--- src/rtl/apb_pkg.sv ---
// Shared APB slave definitions: FSM states, PPROT bit positions and the
// byte-strobe merge used by memory-backed slaves.
package apb_pkg;

  typedef enum logic [1:0] {
    IDLE        = 2'd0,
    ACCESS_WAIT = 2'd1,
    ACCESS_DONE = 2'd2
  } apb_state_e;

  localparam int PPROT_PRIV  = 0;
  localparam int PPROT_NSEC  = 1;
  localparam int PPROT_INSTR = 2;

  // Widest supported data path; narrower slaves zero-extend into these.
  localparam int MAX_DATA_W = 64;
  localparam int MAX_STRB_W = MAX_DATA_W / 8;

  function automatic int idx_width(input int depth);
    return (depth > 1) ? $clog2(depth) : 1;
  endfunction

  function automatic logic [MAX_DATA_W-1:0] strb_merge(
    input logic [MAX_DATA_W-1:0] old_word,
    input logic [MAX_DATA_W-1:0] wdata,
    input logic [MAX_STRB_W-1:0] strb
  );
    logic [MAX_DATA_W-1:0] merged;
    merged = old_word;
    for (int b = 0; b < MAX_STRB_W; b++) begin
      if (strb[b]) merged[b*8 +: 8] = wdata[b*8 +: 8];
    end
    return merged;
  endfunction

endpackage

--- src/rtl/apb_addr_decode.sv ---
// Combinational APB address decode: word index into the slave memory plus
// the error flag for below-base, out-of-range, misaligned or insecure writes.
module apb_addr_decode
  import apb_pkg::*;
#(
  parameter int                    ADDR_WIDTH  = 32,
  parameter int                    DATA_WIDTH  = 32,
  parameter int                    MEM_DEPTH   = 16,
  parameter logic [ADDR_WIDTH-1:0] BASE_ADDR   = 'hA200_0000,
  parameter int                    SECURE_ONLY = 0
) (
  input  logic [ADDR_WIDTH-1:0]           paddr,
  input  logic [2:0]                      pprot,
  input  logic                            pwrite,
  output logic [idx_width(MEM_DEPTH)-1:0] idx,
  output logic                            err
);

  localparam int IDX_W      = idx_width(MEM_DEPTH);
  localparam int BYTE_SHIFT = $clog2(DATA_WIDTH / 8);
  localparam logic [ADDR_WIDTH-1:0] ALIGN_MASK = ADDR_WIDTH'((1 << BYTE_SHIFT) - 1);

  logic [ADDR_WIDTH-1:0] off;
  logic [ADDR_WIDTH-1:0] idx_full;
  logic                  below_base;
  logic                  out_of_range;
  logic                  misaligned;
  logic                  prot_violation;
  logic                  unused_pprot;

  always_comb begin
    // The offset wraps when paddr is below the base, so underflow is judged
    // on the raw compare rather than on the offset.
    below_base     = paddr < BASE_ADDR;
    off            = paddr - BASE_ADDR;
    idx_full       = off >> BYTE_SHIFT;
    out_of_range   = idx_full >= ADDR_WIDTH'(MEM_DEPTH);
    misaligned     = |(off & ALIGN_MASK);
    prot_violation = (SECURE_ONLY != 0) && pwrite && pprot[PPROT_NSEC];
    err            = below_base || out_of_range || misaligned || prot_violation;
    idx            = idx_full[IDX_W-1:0];
  end

  assign unused_pprot = ^{pprot[PPROT_PRIV], pprot[PPROT_INSTR]};

endmodule

--- src/rtl/apb_mem_slave_param.sv ---
// Parametrised APB4 scratch/config RAM slave with programmable wait states,
// byte-strobe writes and PSLVERR on bad address or protection.
module apb_mem_slave_param
  import apb_pkg::*;
#(
  parameter int                    ADDR_WIDTH  = 32,
  parameter int                    DATA_WIDTH  = 32,
  parameter int                    MEM_DEPTH   = 16,
  parameter logic [ADDR_WIDTH-1:0] BASE_ADDR   = 'hA200_0000,
  parameter int                    WAIT_STATES = 0,
  parameter int                    SECURE_ONLY = 0
) (
  input  logic                    clk,
  input  logic                    n_rst,
  input  logic [ADDR_WIDTH-1:0]   paddr,
  input  logic [2:0]              pprot,
  input  logic                    psel,
  input  logic                    penable,
  input  logic                    pwrite,
  input  logic [DATA_WIDTH-1:0]   pwdata,
  input  logic [DATA_WIDTH/8-1:0] pstrb,
  output logic                    pready,
  output logic                    pslverr,
  output logic [DATA_WIDTH-1:0]   prdata
);

  localparam int IDX_W = idx_width(MEM_DEPTH);

  apb_state_e            state_q,   state_d;
  logic [3:0]            cnt_q,     cnt_d;
  logic [IDX_W-1:0]      idx_q,     idx_d;
  logic                  err_q,     err_d;
  logic                  wr_q,      wr_d;
  logic                  pready_q,  pready_d;
  logic                  pslverr_q, pslverr_d;
  logic [DATA_WIDTH-1:0] prdata_q,  prdata_d;
  logic [DATA_WIDTH-1:0] mem_q [MEM_DEPTH];
  logic [DATA_WIDTH-1:0] mem_d [MEM_DEPTH];

  logic [IDX_W-1:0]      dec_idx;
  logic                  dec_err;
  logic [DATA_WIDTH-1:0] merged_word;

  apb_addr_decode #(
    .ADDR_WIDTH (ADDR_WIDTH),
    .DATA_WIDTH (DATA_WIDTH),
    .MEM_DEPTH  (MEM_DEPTH),
    .BASE_ADDR  (BASE_ADDR),
    .SECURE_ONLY(SECURE_ONLY)
  ) u_decode (
    .paddr (paddr),
    .pprot (pprot),
    .pwrite(pwrite),
    .idx   (dec_idx),
    .err   (dec_err)
  );

  // NOTE: every variable gets a default before the case, so no path through
  // this block can leave a value unassigned and infer a latch.
  always_comb begin
    state_d = state_q;
    cnt_d   = cnt_q;
    idx_d   = idx_q;
    err_d   = err_q;
    wr_d    = wr_q;

    unique case (state_q)
      IDLE: begin
        // penable without a preceding SETUP is a protocol error and ignored.
        if (psel && !penable) begin
          cnt_d   = 4'(WAIT_STATES);
          idx_d   = dec_idx;
          err_d   = dec_err;
          wr_d    = pwrite;
          state_d = (WAIT_STATES == 0) ? ACCESS_DONE : ACCESS_WAIT;
        end
      end
      ACCESS_WAIT: begin
        if (!psel) begin
          cnt_d   = '0;
          state_d = IDLE;
        end else if (cnt_q <= 4'd1) begin
          cnt_d   = '0;
          state_d = ACCESS_DONE;
        end else begin
          cnt_d = cnt_q - 4'd1;
        end
      end
      ACCESS_DONE: state_d = IDLE;
      default:     state_d = IDLE;
    endcase

    // Outputs are registered: they are loaded on the edge entering ACCESS_DONE.
    pready_d  = (state_d == ACCESS_DONE);
    pslverr_d = pready_d && err_d;
    prdata_d  = (pready_d && !err_d && !wr_d) ? mem_q[idx_d] : '0;
  end

  assign merged_word = DATA_WIDTH'(strb_merge(MAX_DATA_W'(mem_q[idx_q]),
                                              MAX_DATA_W'(pwdata),
                                              MAX_STRB_W'(pstrb)));

  always_comb begin
    mem_d = mem_q;
    if (state_q == ACCESS_DONE && pwrite && !err_q) mem_d[idx_q] = merged_word;
  end

  // NOTE: sequential state uses non-blocking assignments so every flop samples
  // the pre-edge value of its inputs regardless of statement order.
  always_ff @(posedge clk or negedge n_rst) begin
    if (!n_rst) begin
      state_q   <= IDLE;
      cnt_q     <= '0;
      idx_q     <= '0;
      err_q     <= 1'b0;
      wr_q      <= 1'b0;
      pready_q  <= 1'b0;
      pslverr_q <= 1'b0;
      prdata_q  <= '0;
    end else begin
      state_q   <= state_d;
      cnt_q     <= cnt_d;
      idx_q     <= idx_d;
      err_q     <= err_d;
      wr_q      <= wr_d;
      pready_q  <= pready_d;
      pslverr_q <= pslverr_d;
      prdata_q  <= prdata_d;
    end
  end

  // NOTE: the array is reset because software relies on a zeroed scratch RAM;
  // this forces it into flops rather than a RAM macro.
  always_ff @(posedge clk or negedge n_rst) begin
    if (!n_rst) begin
      for (int i = 0; i < MEM_DEPTH; i++) mem_q[i] <= '0;
    end else begin
      mem_q <= mem_d;
    end
  end

  assign pready  = pready_q;
  assign pslverr = pslverr_q;
  assign prdata  = prdata_q;

endmodule

--- config.mk ---
export PLATFORM = sky130hd
export DESIGN_NAME = apb_mem_slave_param
export DESIGN_NICKNAME = d
export VERILOG_FILES = /design/src/rtl/apb_pkg.sv /design/src/rtl/apb_addr_decode.sv /design/src/rtl/apb_mem_slave_param.sv
export SDC_FILE = /design/constraint.sdc
export NUM_CORES = 1
export LEC_CHECK = 0
export CELL_PAD_IN_SITES_DETAIL_PLACEMENT = 0
export CELL_PAD_IN_SITES_GLOBAL_PLACEMENT = 1
export CORE_MARGIN = 2
export CORE_UTILIZATION = 44
export DETAILED_ROUTE_END_ITERATION = 8
export PLACE_DENSITY_LB_ADDON = 0.1
export SYNTH_ARGS = -nofsm -noshare
export SYNTH_HDL_FRONTEND = slang
export SYNTH_HIERARCHICAL = 1
export SYNTH_SLANG_ARGS = --single-unit
--- constraint.sdc ---
create_clock -name clk -period 2.3 [get_ports clk]
set_input_delay 0.345 -clock clk [delete_from_list [all_inputs] [get_ports clk]]
set_output_delay 0.345 -clock clk [all_outputs]
set_load 0.02 [all_outputs]
==> flow_summary.ini <==
[place]
preCtsSetupSlack_ns = -0.575
globalplace.congestion = 0.846
dpl.hpwl_um = 59000
portBuffers = 106

[setup_path]
cp.required_ns = 2.78
setup.worst_path.end_class = register
crit_arrival_ns = 2.86
critPathKind = register to register
start_kind = register
r2r-end = mem_q[87]$_DFFE_PN0P_
reg2reg_depth = 8
rr_startpoint = idx_q[0]$_DFF_PN0_
crit_end = mem_q[87]$_DFFE_PN0P_
r2r_setup_slack_ns = -0.08
crit_fanout = 7
cp-startpoint = idx_q[0]$_DFF_PN0_

[clock_tree]
cts_tree = built
insertion_delay_ns = 0.61
clockRootBuffer = clkbuf_16
clk_pin_slew_ns = 0.06
clk_path_buf_depth = 3
numCtsBuffers = 66
clock_sinks = 558
htree_levels = 3

[drt]
wl_um = 100000
route.detailed.drc = 0
first_pass_iters = 8
wl_per_cell_um = 24.6
drt-initial-drc-count = 2242
via_per_inst = 5.96
ant_nets = 0
vias = 24300

[final_layout]
antenna_cells = 0
fin_util = 0.578
syn2layout_area_growth_pct = 30.4
layout-drive-gt1-share = 0.240
nNetsFinal = 3253
final_common_cell = dfrtp_1
most-common-layout-cells = dfrtp_1, nand2_1, nor2_1, a21oi_1, mux4_2

[synthesis]
yosys_warnings = 6
synth_area_per_cell_um2 = 9.67
synthCells = 2945
ys_seq_area_frac = 0.491
synth_fp_nets = 3024
ys_types = 50
ys_ff_latch = 558
synth_area_mm2 = 0.0285

[outcome]
status = finished, violations left
violations = setup timing

[timing]
finalHoldViolations = 0
rsz0062_at_grt = true
min_period_over_period = 1.04
max-slew-margin-rel = 0.603
fin_skew_ns = 0.0316
setup_ws_ns = -0.0819
tightest_slew_ns = 0.596
fmax_mhz = 420
fin_crit_ns = 2.38
report.final.setup_viol = 172
final-max-slew-violation-count = 0

[power]
p_leak_nw = 15.8
power_density_mw_per_mm2 = 743
ir_worst_vdd_mv = 0.494

[floorplan]
rows = 93
dieArea_mm2 = 0.0667
dieHeight_um = 258
core-area_mm2 = 0.0642
die_x_um = 258
io_pins = 110
start_util = 0.443

[global_routing]
track_usage = 0.285
grt_max_degree = 70
grt_pass1_wl_um = 145000
antenna_found_initial = 1
grt.overflow.total = 0
grt_pass1_vias = 23700

[min_path]
min_path_type = primary input to async pin

[job]
max_cap_viol_count = 0
## final cells by class
| class | instances | area [um2] |
|---|---|---|
| fillers | 5449 | 27100 |
| flip-flops and latches | 558 | 14000 |
| multi-input cells | 2109 | 13900 |
| repair buffers | 428 | 5880 |
| clock buffers | 97 | 2000 |
| well taps | 855 | 1070 |
| clock inverters | 21 | 246 |
| inverters | 11 | 60.1 |
## cell families (layout without fill, tap and decap cells)
group,after synthesis,in the layout,share of synthesized area
xor gates and xnor gates,1,1,0.000308
buffers and inverters,278,557,0.0494
and+or+nand+nor,1177,1177,0.173
muxes,263,263,0.150
DFF,558,558,0.491
AOI/OAI and AO/OA,665,665,0.136
adders and majority gates,3,3,0.00132
## metrics by stage
stage | setup TNS (ns) | cell area (um2) | hold slack (ns) | std cells | power (mW)
floorplan | 0 | 28500 | 0.0494 | 2945 | 13.3
global placement | -27.62 | 32800 | 0.338 | 3885 | 15.8
detailed placement | -28.14 | 32800 | 0.337 | 3885 | 15.8
CTS | -0.949 | 35400 | 0.294 | 4018 | 26.9
global route | -23.48 | 37100 | 0.316 | 4079 | 28.5
finish | -5.76 | 37100 | 0.316 | 4079 | 27.6
## where the power goes
part           switching [mW]  internal (mW)
Sequential              0.293           10.1
Combinational            3.32           2.93
Clock                    4.32           6.60
## worst min-delay path by stage
stage	from	to	slack [ns]	cells after the start
finish	n_rst	mem_q[259]$_DFFE_PN0P_	0.32	2
global route	n_rst	mem_q[259]$_DFFE_PN0P_	0.32	2
CTS	n_rst	mem_q[259]$_DFFE_PN0P_	0.29	2
detailed placement	n_rst	mem_q[355]$_DFFE_PN0P_	0.34	1
global placement	n_rst	mem_q[323]$_DFFE_PN0P_	0.34	1
floorplan	n_rst	cnt_q[0]$_DFFE_PN0P_	0.05	0
## sequential cells by signal, summed over array words and instances (netlist names)
| name | cells |
|---|---|
| mem_q | 512 |
| prdata | 32 |
| pslverr | 1 |
| wr_q | 1 |
| cnt_q | 4 |
| state_q | 2 |
| pready | 1 |
| idx_q | 4 |
| err_q | 1 |
## cells in the mapped netlist (all sizes together)
| master | number | share of area |
|---|---|---|
| mux2i | 133 | 0.048 |
| nand4bb | 1 | 0.00040 |
| a21oi | 486 | 0.093 |
| a211oi | 3 | 0.00079 |
| o211a | 1 | 0.00035 |
| inv | 11 | 0.0015 |
| dfrtp | 558 | 0.49 |
| or3 | 4 | 0.00088 |
| a221oi | 2 | 0.00062 |
| a32oi | 62 | 0.019 |
| nor2b | 5 | 0.0011 |
| nor2 | 466 | 0.063 |
| nor3 | 5 | 0.0018 |
| o22ai | 32 | 0.0070 |
| or2 | 6 | 0.0013 |
| a2111oi | 2 | 0.00062 |
| nor4 | 4 | 0.00088 |
| buf | 163 | 0.034 |
| nand2b | 7 | 0.0015 |
| nand3 | 125 | 0.022 |
| ha | 3 | 0.0013 |
| and4 | 1 | 0.00031 |
| mux2 | 2 | 0.00079 |
| nor4b | 3 | 0.0011 |
| nand4 | 63 | 0.014 |
| o211ai | 1 | 0.00026 |
| mux4 | 128 | 0.10 |
| xor2 | 1 | 0.00031 |
| o21bai | 1 | 0.00026 |
| and2 | 1 | 0.00022 |
| nor4bb | 2 | 0.00070 |
| clkbuf | 104 | 0.014 |
| o21ai | 75 | 0.013 |
| nand2 | 483 | 0.064 |
| nand4b | 1 | 0.00031 |
## critical path: stages, from the launching register on
cell,delay (ns)
dfrtp_4,0.48
buf_12,0.17
clkbuf_16,0.17
mux4_2,0.50
mux2i_2,0.24
o22ai_2,0.15
a21oi_4,0.27
clkbuf_16,0.21
a21oi_1,0.06
## metal layers
layer / GRT usage / vias to the layer above / routed length (um)
li1: - / 10900 / -
met4: 0.107 / 2 / 3320
met2: 0.460 / 965 / 47900
met3: 0.0443 / 202 / 6720
met1: 0.390 / 12300 / 42400
met5: 0 / - / 7
## what timing repair did
action | 4_1_cts | 5_1_grt
setup endpoints to repair | 136 | 463
cloned | 2 | 33
setup buffers | 12 | 31
hold buffers | 1 | 0
gates resized for setup | 38 | 205
endpoints found under the hold margin | 26 | 0
pin swaps | 8 | 74
Note: power is estimated with default switching activity, not from simulation.
